## config.mk

```make
export PLATFORM = sky130hd
export DESIGN_NAME = input_event_scheduler_flat
export DESIGN_NICKNAME = d
export VERILOG_FILES = /design/src/rtl/input_event_scheduler_if.sv /design/src/rtl/input_event_scheduler.sv /design/src/flat_wrapper.sv
export SDC_FILE = /design/constraint.sdc
export NUM_CORES = 1
export LEC_CHECK = 0
export CORE_AREA = 4 4 162 195
export CTS_BUF_LIST = sky130_fd_sc_hd__clkbuf_4 sky130_fd_sc_hd__clkbuf_8
export CTS_CLUSTER_SIZE = 40
export DETAILED_ROUTE_END_ITERATION = 10
export DIE_AREA = 0 0 166 199
export GPL_TIMING_DRIVEN = 0
export PLACE_DENSITY = 0.78
export SLEW_MARGIN = 5
export SYNTH_ARGS = -nofsm -noshare
export SYNTH_HDL_FRONTEND = slang
export SYNTH_SLANG_ARGS = --single-unit
```

## constraint.sdc

```tcl
create_clock -name clk -period 11.3 [get_ports clk]
set_input_delay 1.695 -clock clk [delete_from_list [all_inputs] [get_ports clk]]
set_output_delay 1.695 -clock clk [all_outputs]
set_load 0.01 [all_outputs]
```

## src/rtl/input_event_scheduler_if.sv

```systemverilog
// input_event_scheduler_if
//   Event stream between the scheduler FIFO head and the CPU-side consumer.
//   ev_valid : FIFO head holds an event
//   ev_ready : consumer accepts the head while ev_valid is high
//   ev_data  : {level, channel[3:0]} of the head, 0 when empty
//   ev_count : FIFO occupancy
//   master = scheduler side, slave = consumer side.
interface input_event_scheduler_if;
  logic       ev_valid;
  logic       ev_ready;
  logic [4:0] ev_data;
  logic [4:0] ev_count;

  modport master (output ev_valid, output ev_data, output ev_count, input ev_ready);
  modport slave  (input ev_valid, input ev_data, input ev_count, output ev_ready);
endinterface

```

## src/rtl/input_event_scheduler.sv

```systemverilog
// input_event_scheduler
//   Debounces 16 stabilized input levels, filters rising/falling edges per
//   channel, and queues one event per accepted edge into a small FIFO read by
//   the CPU. Channels committing in the same cycle are served round-robin.
//   Ports:
//     clk, resetn          : clock, asynchronous active-low reset
//     s[15:0]              : stabilized input levels (clk domain)
//     cfg_we, cfg_rise,
//     cfg_fall             : one-cycle load of per-channel rise/fall enables
//     ovf_clr              : one-cycle pulse clearing the sticky overflow flag
//     ev                   : event stream (valid/ready/data/count), master side
//     irq                  : level interrupt, equal to ev_valid
//     overflow             : sticky, an event was lost by coalescing
module input_event_scheduler #(
  parameter int DEBOUNCE_CYCLES = 16,
  parameter int FIFO_DEPTH      = 8
) (
  input  logic                            clk,
  input  logic                            resetn,
  input  logic [15:0]                     s,
  input  logic                            cfg_we,
  input  logic [15:0]                     cfg_rise,
  input  logic [15:0]                     cfg_fall,
  input  logic                            ovf_clr,
  input_event_scheduler_if.master         ev,
  output logic                            irq,
  output logic                            overflow
);

  localparam int         AW       = (FIFO_DEPTH > 1) ? $clog2(FIFO_DEPTH) : 1;
  localparam logic [7:0] CNT_LAST = 8'(DEBOUNCE_CYCLES - 1);
  localparam logic [4:0] DEPTH5   = 5'(FIFO_DEPTH);

  logic [15:0]   stable;
  logic [7:0]    cnt [16];
  logic [15:0]   pend;
  logic [15:0]   plvl;
  logic [15:0]   rise_en;
  logic [15:0]   fall_en;
  logic [3:0]    ptr;

  logic [15:0]   commit;
  logic [15:0]   qualify;

  logic [4:0]    mem [FIFO_DEPTH];
  logic [AW-1:0] wr_ptr;
  logic [AW-1:0] rd_ptr;
  logic [4:0]    count;

  logic          head_valid;
  logic          pop;
  logic          can_push;
  logic          push;
  logic          sel_found;
  logic [3:0]    sel_idx;
  logic [3:0]    cand;
  logic [15:0]   served;
  logic [4:0]    push_data;
  logic          coalesce;

  // A commit happens on the D-th consecutive differing sample; it only
  // becomes an event when the edge direction is enabled for that channel.
  always_comb begin
    commit  = '0;
    qualify = '0;
    for (int i = 0; i < 16; i++) begin
      commit[i]  = (s[i] != stable[i]) && (cnt[i] == CNT_LAST);
      qualify[i] = commit[i] && (s[i] ? rise_en[i] : fall_en[i]);
    end
  end

  always_ff @(posedge clk or negedge resetn) begin
    if (!resetn) begin
      stable <= '0;
      for (int i = 0; i < 16; i++) cnt[i] <= '0;
    end else begin
      for (int i = 0; i < 16; i++) begin
        if (s[i] == stable[i]) begin
          cnt[i] <= '0;
        end else if (commit[i]) begin
          stable[i] <= s[i];
          cnt[i]    <= '0;
        end else begin
          cnt[i] <= cnt[i] + 8'd1;
        end
      end
    end
  end

  always_ff @(posedge clk or negedge resetn) begin
    if (!resetn) begin
      rise_en <= '0;
      fall_en <= '0;
    end else if (cfg_we) begin
      rise_en <= cfg_rise;
      fall_en <= cfg_fall;
    end
  end

  // Round-robin pick: first pending channel at or above ptr, wrapping.
  // A pop in the same cycle frees a slot, so a full FIFO can still accept.
  always_comb begin
    head_valid = (count != 5'd0);
    pop        = head_valid && ev.ev_ready;
    can_push   = (count != DEPTH5) || pop;
    sel_found  = 1'b0;
    sel_idx    = '0;
    cand       = '0;
    for (int k = 0; k < 16; k++) begin
      cand = ptr + 4'(k);
      if (!sel_found && pend[cand]) begin
        sel_found = 1'b1;
        sel_idx   = cand;
      end
    end
    push      = can_push && sel_found;
    served    = push ? (16'h0001 << sel_idx) : 16'h0000;
    push_data = {plvl[sel_idx], sel_idx};
    // A new commit on a channel still pending (and not being served) merges
    // into the old one and loses an event.
    coalesce  = |(qualify & pend & ~served);
  end

  // A fresh commit on the channel being served re-arms it: set wins over clear.
  always_ff @(posedge clk or negedge resetn) begin
    if (!resetn) begin
      pend <= '0;
      plvl <= '0;
      ptr  <= '0;
    end else begin
      pend <= (pend & ~served) | qualify;
      for (int i = 0; i < 16; i++) begin
        if (qualify[i]) plvl[i] <= s[i];
      end
      if (push) ptr <= 4'(sel_idx + 4'd1);
    end
  end

  always_ff @(posedge clk or negedge resetn) begin
    if (!resetn) begin
      overflow <= 1'b0;
    end else if (coalesce) begin
      overflow <= 1'b1;
    end else if (ovf_clr) begin
      overflow <= 1'b0;
    end
  end

  // Power-of-two depth lets the pointers wrap naturally. When full with a
  // simultaneous pop, the write lands in the slot being vacated.
  always_ff @(posedge clk or negedge resetn) begin
    if (!resetn) begin
      for (int i = 0; i < FIFO_DEPTH; i++) mem[i] <= '0;
      wr_ptr <= '0;
      rd_ptr <= '0;
      count  <= '0;
    end else begin
      if (push) begin
        mem[wr_ptr] <= push_data;
        wr_ptr      <= wr_ptr + 1'b1;
      end
      if (pop) rd_ptr <= rd_ptr + 1'b1;
      case ({push, pop})
        2'b10:   count <= count + 5'd1;
        2'b01:   count <= count - 5'd1;
        default: count <= count;
      endcase
    end
  end

  assign ev.ev_valid = head_valid;
  assign ev.ev_data  = head_valid ? mem[rd_ptr] : 5'd0;
  assign ev.ev_count = count;
  assign irq         = head_valid;

endmodule

```

## src/flat_wrapper.sv

```systemverilog
// flat-port wrapper written by rule: the top's interface ports become plain ports
module input_event_scheduler_flat 
#(
  parameter int DEBOUNCE_CYCLES = 16,
  parameter int FIFO_DEPTH      = 8
)
  (clk, resetn, s, cfg_we, cfg_rise, cfg_fall, ovf_clr, irq, overflow, ev_ev_valid, ev_ev_data, ev_ev_count, ev_ev_ready);
  input_event_scheduler_if ev_i ();
  input  logic clk;
  input  logic resetn;
  input  logic [15:0] s;
  input  logic cfg_we;
  input  logic [15:0] cfg_rise;
  input  logic [15:0] cfg_fall;
  input  logic ovf_clr;
  output logic irq;
  output logic overflow;
  output wire logic [$bits(ev_i.ev_valid)-1:0] ev_ev_valid;
  output wire logic [$bits(ev_i.ev_data)-1:0] ev_ev_data;
  output wire logic [$bits(ev_i.ev_count)-1:0] ev_ev_count;
  input wire logic [$bits(ev_i.ev_ready)-1:0] ev_ev_ready;
  assign ev_ev_valid = ev_i.ev_valid;
  assign ev_ev_data = ev_i.ev_data;
  assign ev_ev_count = ev_i.ev_count;
  assign ev_i.ev_ready = ev_ev_ready;
  input_event_scheduler #(.DEBOUNCE_CYCLES(DEBOUNCE_CYCLES), .FIFO_DEPTH(FIFO_DEPTH)) u_core (.clk(clk), .resetn(resetn), .s(s), .cfg_we(cfg_we), .cfg_rise(cfg_rise), .cfg_fall(cfg_fall), .ovf_clr(ovf_clr), .ev(ev_i), .irq(irq), .overflow(overflow));
endmodule
```

==> flow_metrics.tcl, run 1 <==
set metrics [dict create \
    placementRows 69 \
    min_path_cells 1 \
    crit_type "reg2reg" \
    drc 0 \
    track_usage_pct 21.01 \
    holdPathEnd "u_core.cnt[8]" \
    grt_first_pass_wirelength_um 57820 \
    synth_adder_area_share_pct 2.699 \
    slew-limit-headroom_pct 8.551 \
    crit_arrival_ps 7460 \
    reg2reg_depth 20 \
    cts_resized 0 \
    die_y_um 199 \
    boundaryPins 66 \
    synth_edf_count 0 \
    seq_area_frac_synth_pct 45.11 \
    synth_compound_area_share_pct 8.867 \
    cts.htree.levels 2 \
    dp_hpwl_um 25320 \
    endpoint_kind "flip-flop" \
    power_density_mw_per_mm2 191.6 \
    setup_tns_ps 0 \
    synth_nets 1518 \
    cts_hold_buffers 0 \
    worst_slew_pin_slew_ps 1353 \
    via_per_inst 5.784 \
    crit_buf_inv 7 \
    r2r-end "u_core.ev.ev_count[4]" \
    nFillCells 2499 \
    async_flop_share_pct 100.0 \
    drt-wirelength-per-cell_um 17.53 \
    cts_setup_buffers 0 \
    routabilityCongestion 0.9764 \
    cts_tree "done" \
    drv_cap 0 \
    synthXorXnorAreaFrac_pct 7.646 \
    fp.dieW_um 166 \
    hold_start "u_core.cnt[8]" \
    worst-path-max-fanout 11 \
    portBuffers 64 \
    cts_root_buf "clkbuf_8" \
    synth_area_per_cell_um2 10.21 \
    gr-total-overflow 0 \
    setup_viol 0 \
    crit_slowest_cell "mux4_2" \
    final_cells 1966 \
    min_period_ps 7061 \
    crit_path_frequent_cell "ha_1" \
    synth-simple-area-share_pct 17.73 \
    cts_buffer_depth 3 \
    syn-instance-count 1434 \
    antenna_cells 0 \
    die_area_mm2 0.03303 \
    start_kind "flip-flop" \
    grt_max_degree 120 \
    clk_pin_slew_worst_paths_ps 70 \
    area_growth_pct 14.32 \
    nets 1629 \
    outcome "finished clean" \
    skew_ps 52.46 \
    ant_nets 0 \
    dp_cells 1890 \
    cts_num_sinks 264 \
    startpoint "u_core.ptr[1]" \
    worstPathCellList "buf_2 -> buf_2 -> clkinv_1 -> ha_1 -> buf_4 -> clkbuf_1 -> mux4_2 -> mux4_2 -> nor4_4 -> nand3_2 -> o31a_1 -> inv_1 -> buf_1 -> ha_1 -> ha_1 -> a21o_1 -> a21oi_1 -> xor2_1 -> nor2_1 -> xor2_1" \
    hold_viol_final 0 \
    netlist_area_mm2 0.01465 \
    synthFlopType "dfrtp_1" \
    synth-seq-cells 264 \
    yosysUniqueCellTypes 79 \
    crit_family "buffers and inverters" \
    leakage_nw 7.366 \
    synth_top_family_by_area "simple AND/OR/NAND/NOR gates" \
    peakVddDrop_mv 0.1366 \
    drive_above_1_share_pct 15.23 \
    grt_pass1_vias 11530 \
    fmax_mhz 141.6 \
    min_path_type "reg2reg" \
    r2r_setup_slack_ps 4240 \
    max_stage_delay_ps 590 \
    period_share_pct 62.48 \
    drt-total-wl_um 34460 \
    synth.yosys.warnings 0 \
    required_ps 11700 \
    antenna_found_initial 0 \
    dr.pass1.iters 5 \
    vias 11370 \
    reg2reg_from "u_core.ptr[1]" \
    synthMuxAreaShare_pct 15.28 \
    drtIter0Drc 858 \
    insertion_delay_ps 560 \
    drv_slew 0 \
    rsz0062_at_grt "no" \
    cts_inserted_buffers 43 \
    start_util_pct 49.46 \
    core_area_mm2 0.02961 \
]
==> worst register-to-register path, delay by kind of cell, from the launching register on <==
kind	cells	cell delay [ps]
AO/OA/AOI/OAI	3	770
multiplexers	2	1050
AND/OR/NAND/NOR	3	770
flip-flops	1	400
XOR/XNOR	2	310
adder cells (fa/ha/maj)	3	1170
buffers and inverters	7	2420
==> per-layer routing <==
metal	routed length [um]	share of wire (%)	track usage, %
met3	1933	5.6	3.220
met2	16890	49	36.37
met1	14020	41	26.04
met5	0	0	0
met4	1617	4.7	9.994
==> stage by stage <==
step | hold WS [ps] | util [%] | setup WS (ps) | area [um^2] | power (mW)
detailed placement | 450.6 | 53.48 | 4319 | 15840 | 2.347
global placement | 443.7 | 53.27 | -2553 | 15780 | 2.311
global route | 485.0 | 56.54 | 3884 | 16740 | 3.392
floorplan | 431.9 | - | 5791 | 14650 | 1.990
CTS | 460.0 | 56.54 | 4230 | 16740 | 3.218
finish | 456.6 | 56.54 | 4239 | 16740 | 3.207
==> placed cells by master, fill, tap and decap left out, types with 10 or more instances in the layout <==
cell / count
buf_2: 10
xnor2_1: 68
nand2b_1: 10
or2_2: 10
or3_1: 11
clkbuf_8: 54
clkbuf_4: 15
and3_1: 27
dfrtp_1: 264
xor2_1: 58
o21ai_0: 52
inv_1: 37
nor4_1: 14
clkbuf_1: 28
mux2i_1: 40
nand2_1: 126
a21oi_1: 70
nor3_1: 21
nand3_1: 70
nor2_1: 190
mux2_2: 86
ha_1: 30
clkdlybuf4s50_1: 63
and2_1: 12
mux4_2: 38
==> cell type report <==
cell class,instances,area [um^2],share of cell area [%]
Multi-Input combinational cell,1077,7649,45.68
Timing Repair Buffer,66,700.7,4.185
Sequential cell,264,6606,39.46
Buffer,53,239.0,1.427
Tap cell,390,488.0,2.914
Clock inverter,7,52.55,0.3139
Clock buffer,69,855.8,5.111
Inverter,40,152.6,0.9117
==> synth_stat cells (10+ instances only) <==
| library cell | number | area [um^2] |
|---|---|---|
| nor3_1 | 21 | 105.1 |
| a21oi_1 | 70 | 350.3 |
| or3_1 | 11 | 68.82 |
| mux2i_1 | 40 | 400.4 |
| mux2_2 | 86 | 968.4 |
| inv_1 | 37 | 138.9 |
| xnor2_1 | 68 | 595.6 |
| nand2_1 | 126 | 473.0 |
| ha_1 | 30 | 375.4 |
| and3_1 | 27 | 168.9 |
| buf_2 | 10 | 50.05 |
| nor4_1 | 14 | 87.58 |
| o21ai_0 | 52 | 260.3 |
| mux4_2 | 38 | 855.8 |
| nand3_1 | 70 | 350.3 |
| nor2_1 | 190 | 713.2 |
| clkbuf_1 | 28 | 105.1 |
| nand2b_1 | 10 | 62.56 |
| and2_1 | 12 | 75.07 |
| xor2_1 | 58 | 508.0 |
| or2_2 | 10 | 62.56 |
| dfrtp_1 | 264 | 6606 |
==> flip-flops by register name, indices dropped and copies added, names as in the netlist <==
register,cells
u_core.stable,16
u_core.rd_ptr,3
u_core.cnt,128
u_core.ev.ev_count,5
u_core.overflow,1
u_core.mem,40
u_core.pend,16
u_core.ptr,4
u_core.rise_en,16
u_core.plvl,16
u_core.wr_ptr,3
u_core.fall_en,16
==> worst max-delay path by stage <==
| stage | cells past startpoint | slack (ps) | to |
|---|---|---|---|
| 2_1_floorplan | 20 | 5790 | u_core.ev.ev_count[4] |
| 3_3_place_gp | 1 | -2550 | u_core.ev.ev_count[4] |
| 3_5_place_dp | 20 | 4320 | u_core.ev.ev_count[4] |
| 4_1_cts | 20 | 4230 | u_core.ev.ev_count[4] |
| 5_1_grt | 18 | 3880 | u_core.overflow |
| 6_report | 20 | 4240 | u_core.ev.ev_count[4] |
==> power breakdown <==
| part | leakage (nW) | internal (mW) | switching (mW) | total (mW) |
|---|---|---|---|---|
| combinational | 3.38 | 0.490 | 0.723 | 1.21 |
| clock | 0.487 | 0.482 | 0.377 | 0.859 |
| sequential | 3.50 | 1.06 | 0.0763 | 1.14 |
==> logic make-up (layout without fill, tap and decap cells) <==
| logic type | after synthesis | after routing |
|---|---|---|
| and+or+nand+nor | 543 | 543 |
| DFF | 264 | 264 |
| AOI/OAI and AO/OA | 211 | 211 |
| muxes | 165 | 165 |
| xor gates and xnor gates | 127 | 127 |
| buffers and inverters | 93 | 235 |
| adders and majority gates | 31 | 31 |
Power figures use the tool's default switching activity.
==> run 2: changes to the inputs <==
==> constraint.sdc (replaced) <==
create_clock -name clk -period 7.3 [get_ports clk]
set_input_delay 1.095 -clock clk [delete_from_list [all_inputs] [get_ports clk]]
set_output_delay 1.095 -clock clk [all_outputs]
set_load 0.01 [all_outputs]
==> run 2 against run 1 <==
Setup slack got worse by 3700 ps. Clock-buffer cell count unchanged. Die area unchanged. Non-clock buffer count unchanged. Clock skew about the same. Via count decreased by 0.40%. Combinational power increased by 55%. Sequential share of layout area about the same. Core utilization about the same. Critical path depth unchanged. First-iteration DRC count increased by 7.5%. Largest cell class unchanged.
==> flow_metrics.tcl, run 2 (synthesis gave the netlist of run 1 again) <==
set metrics [dict create \
    outcome "finished clean" \
    worst_slew_pin_slew_ps 1357 \
    drtIter0Drc 922 \
    cts_root_buf "clkbuf_8" \
    multi_input_area_mm2 0.007652 \
    dp_cells 1890 \
    dr.pass1.iters 5 \
    start_util_pct 49.46 \
    drt-wirelength-per-cell_um 17.51 \
    crit_buf_inv 7 \
    placementRows 69 \
    met1_usage_pct 26.04 \
    ant_nets 0 \
    crit_cells 20 \
    cts_num_sinks 264 \
    cts_inserted_buffers 43 \
    insertion_delay_ps 570 \
    track_usage_pct 21.01 \
    grt_busiest_layer "met2" \
    max_stage_delay_ps 590 \
    crit_type "reg2reg" \
    place_ws_ps 319.0 \
    cts_setup_buffers 0 \
    drv_slew 0 \
    mostFrequentLayoutCells "dfrtp_1, nor2_1, nand2_1" \
    reg2reg_depth 20 \
    met2_usage_pct 36.37 \
    gr-total-overflow 0 \
    crit_family "buffers and inverters" \
    reg2reg_from "u_core.ptr[1]" \
    cts.htree.levels 2 \
    endpoint_kind "flip-flop" \
    drive_above_1_share_pct 15.36 \
    nets 1629 \
    area_growth_pct 14.35 \
    boundaryPins 66 \
    required_ps 7700 \
    drt-total-wl_um 34430 \
    grt_first_pass_wirelength_um 57820 \
    place_area_mm2 0.01584 \
    r2r-end "u_core.ev.ev_count[4]" \
    antenna_found_initial 0 \
    via_per_inst 5.761 \
    skew_ps 52.22 \
    grt_max_degree 120 \
    min_path_type "in2async" \
    rsz0062_at_grt "no" \
    antenna_cells 0 \
    grt_pass1_vias 11530 \
    vias 11330 \
    seq_area_mm2 0.006606 \
    final_area_mm2 0.01675 \
    final_common_cell "dfrtp_1" \
    worst_slack_ps 506.9 \
    largestRegisters "u_core.cnt: 128 flops, u_core.mem: 40 flops" \
    top_register "u_core.cnt" \
    startpoint "u_core.ptr[1]" \
    die_y_um 199 \
    start_kind "flip-flop" \
    nFillCells 2499 \
    r2r_setup_slack_ps 510 \
    final_cells 1966 \
    slew-limit-headroom_pct 8.252 \
    clk_pin_slew_worst_paths_ps 70 \
    hold_viol_final 0 \
    drc 0 \
    peakVddDrop_mv 0.2105 \
    worst-path-max-fanout 11 \
    cts_buffer_depth 3 \
    leakage_nw 7.366 \
    crit_path_frequent_cell "ha_1" \
    period_share_pct 93.06 \
    core_area_mm2 0.02961 \
    setup_viol 0 \
    largest_register_ffs 128 \
    routabilityCongestion 0.9764 \
    power_density_mw_per_mm2 296.5 \
    drv_cap 0 \
    crit_end "u_core.ev.ev_count[4]" \
    min_period_ps 6793 \
    fp.dieW_um 166 \
    dp_hpwl_um 25320 \
    die_area_mm2 0.03303 \
    use_met3_pct 3.220 \
    crit_slowest_cell "mux4_2" \
    portBuffers 64 \
    fmax_mhz 147.2 \
    crit_arrival_ps 7190 \
    worstPathCellList "buf_2 -> buf_2 -> clkinv_1 -> ha_1 -> buf_4 -> clkbuf_2 -> mux4_2 -> mux4_2 -> nor4_4 -> nand3_2 -> o31a_1 -> inv_1 -> buf_1 -> ha_1 -> ha_1 -> a21o_1 -> a21oi_1 -> xor2_1 -> nor2_1 -> xor2_1" \
    cts_tree "done" \
]
==> run 2: area by class of cell <==
class	instances	area share [%]
Clock buffer	69	5.110
Buffer	53	1.434
Clock inverter	7	0.3138
Tap cell	390	2.913
Sequential cell	264	39.44
Inverter	40	0.9114
Timing Repair Buffer	66	4.183
Multi-Input combinational cell	1077	45.69
==> run 2: routing by layer <==
| metal | vias up | share of wire, % |
|---|---|---|
| met5 | - | 0 |
| met4 | 0 | 4.6 |
| met3 | 114 | 5.7 |
| met2 | 376 | 49 |
| met1 | 5518 | 41 |
| li1 | 5318 | - |
==> run 2: worst min-delay path by stage <==
stage	from	slack [ps]	to
CTS	resetn	380	u_core.cnt[75]
detailed placement	u_core.cnt[8]	450	u_core.cnt[8]
finish	resetn	400	u_core.cnt[75]
global route	resetn	400	u_core.cnt[7]
floorplan	u_core.cnt[120]	430	u_core.cnt[120]
global placement	u_core.cnt[8]	440	u_core.cnt[8]
==> run 2: report_power, final <==
group / switching [mW] / internal [mW] / total (mW)
sequential: 0.119 / 1.64 / 1.76
clock: 0.587 / 0.746 / 1.33
combinational: 1.11 / 0.760 / 1.87
==> run 2: through the flow <==
step                hold slack (ps)  power (mW)  utilization [%]  setup TNS, ps
floorplan                     431.9       3.080                -              0
global placement              443.7       3.577            53.27       -1561330
detailed placement            450.6       3.633            53.48              0
CTS                           375.1       4.982            56.54              0
global route                  395.4       5.254            56.56              0
finish                        399.6       4.967            56.56              0
==> run 2: what timing repair did <==
action,4_1_cts,5_1_grt
hold buffers,0,0
gates resized for setup,0,3
endpoints found under the setup margin,0,2
==> run 3: changes to the inputs <==
--- a/config.mk
+++ b/config.mk
@@ -5,6 +5,7 @@
 export SDC_FILE = /design/constraint.sdc
 export NUM_CORES = 1
 export LEC_CHECK = 0
+export CAP_MARGIN = 20
 export CORE_AREA = 4 4 162 195
 export CTS_BUF_LIST = sky130_fd_sc_hd__clkbuf_4 sky130_fd_sc_hd__clkbuf_8
 export CTS_CLUSTER_SIZE = 40
==> run 3 against run 2 <==
Setup slack lost 3.5 ps. Wire length grew 0.24%. Clock skew decreased by 25 ps. Sequential share of layout area down 0.13 points. Clock power grew 3%. Core utilization rose by 0.19 points. Cell area up 0.34%. Sequential power barely moved. First-iteration DRC count down 16%. Largest cell class unchanged.
==> flow_metrics.tcl, run 3 (synthesis gave the netlist of run 1 again) <==
set metrics [dict create \
    outcome "finished clean" \
    grt_busiest_layer "met2" \
    cts_setup_buffers 0 \
    cts.htree.levels 2 \
    track_usage_pct 21.11 \
    met1_usage_pct 25.86 \
    ant_nets 0 \
    finalPower_mw 5.015 \
    required_ps 7750 \
    min_path_type "in2async" \
    cts_hold_buffers 0 \
    start_util_pct 49.46 \
    boundaryPins 66 \
    reg2reg_depth 20 \
    top_register "u_core.cnt" \
    hold_viol_final 0 \
    place_ws_ps 309.4 \
    largest_register_ffs 128 \
    r2r_setup_slack_ps 500 \
    die_area_mm2 0.03303 \
    cts_buffer_depth 3 \
    final_cells 1968 \
    peakVddDrop_mv 0.1896 \
    slew-limit-headroom_pct 35.92 \
    start_kind "flip-flop" \
    crit_type "reg2reg" \
    min_period_ps 6797 \
    use_met3_pct 4.114 \
    cts_root_buf "clkbuf_8" \
    leakage_nw 7.374 \
    vias 11350 \
    endpoint_kind "flip-flop" \
    worst_slew_pin_slew_ps 961.1 \
    dp_hpwl_um 25400 \
    skew_ps 27.58 \
    routabilityCongestion 0.9764 \
    period_share_pct 93.10 \
    final_area_mm2 0.01680 \
    via_per_inst 5.767 \
    dp_cells 1892 \
    worst_slack_ps 503.4 \
    grt_pass1_vias 11680 \
    drive_above_1_share_pct 15.46 \
    setup_tns_ps 0 \
    clk_pin_slew_worst_paths_ps 70 \
    insertion_delay_ps 570 \
    drv_cap 0 \
    dr.pass1.iters 7 \
    setup_viol 0 \
    grt_max_degree 120 \
    cts_resized 0 \
    power_density_mw_per_mm2 298.5 \
    r2r-end "u_core.ev.ev_count[4]" \
    met2_usage_pct 35.79 \
    drtIter0Drc 777 \
    reg2reg_from "u_core.ptr[1]" \
    place_area_mm2 0.01586 \
    drv_slew 0 \
    final_common_cell "dfrtp_1" \
    grt_first_pass_wirelength_um 57950 \
    largestRegisters "u_core.cnt: 128 flops, u_core.mem: 40 flops" \
    crit_arrival_ps 7240 \
    fp.dieW_um 166 \
    fmax_mhz 147.1 \
    nets 1631 \
    mostFrequentLayoutCells "dfrtp_1, nor2_1, nand2_1" \
    post-route-util_pct 56.75 \
    drc 0 \
    core_area_mm2 0.02961 \
    cts_num_sinks 264 \
    cts_tree "done" \
    die_y_um 199 \
    drt-wirelength-per-cell_um 17.54 \
    portBuffers 64 \
    worst-path-max-fanout 11 \
    antenna_cells 0 \
    holdWs_ps 376.3 \
    area_growth_pct 14.74 \
    gr-total-overflow 0 \
    drt-total-wl_um 34510 \
    rsz0062_at_grt "no" \
    cts_inserted_buffers 42 \
    placementRows 69 \
    antenna_found_initial 0 \
]
==> run 3: changes by cell type in the layout (fill, tap and decap cells not counted) <==
cell and change:
clkbuf_8 +3, clkdlybuf4s18_2 +1, clkbuf_4 -5, bufinv_16 +1, clkinvlp_4 +4, inv_8 -1
clkbuf_2 +1, clkinv_4 -3, inv_6 +1, clkinv_2 -1, clkdlybuf4s15_2 +1
==> run 3: worst max-delay path by stage <==
stage | startpoint | end | slack [ps] | cells after the start
floorplan | u_core.ptr[1] | u_core.ev.ev_count[4] | 1790 | 20
global placement | resetn | u_core.ev.ev_count[4] | -5950 | 1
detailed placement | u_core.ptr[1] | u_core.ev.ev_count[4] | 310 | 20
CTS | u_core.ptr[1] | u_core.ev.ev_count[4] | 290 | 20
global route | u_core.ptr[1] | u_core.overflow | 110 | 18
finish | u_core.ptr[1] | u_core.ev.ev_count[4] | 500 | 20
==> run 3: cell type report <==
type,count,area (um^2)
flip-flops and latches,264,6606
well taps,390,488.0
fillers,2454,12810
clock inverters,8,78.83
clock buffers,67,859.6
plain buffers,53,240.2
repair buffers,69,726.9
multi-input cells,1077,7652
inverters,40,152.6
==> run 3: worst max-delay path, stage by stage, from the launching register on <==
cell	delay (ps)
dfrtp_1	400
buf_2	260
buf_2	340
clkinv_1	470
ha_1	460
buf_4	170
clkbuf_2	290
mux4_2	410
mux4_2	590
nor4_4	520
nand3_2	200
o31a_1	420
inv_1	210
buf_1	480
ha_1	390
ha_1	310
a21o_1	180
a21oi_1	160
xor2_1	150
nor2_1	60
xor2_1	150
==> run 3: report_power, final <==
group | leakage [nW] | internal, mW | switching (mW)
registers | 3.50 | 1.64 | 0.120
clock network | 0.483 | 0.785 | 0.587
logic | 3.40 | 0.764 | 1.12
==> run 3: per-layer routing <==
metal	share of wire (%)	wire, um	vias up
met4	4.7	1639	0
met5	0	0	-
met2	49	16780	362
met1	41	14070	5553
met3	5.9	2023	119
li1	-	-	5316
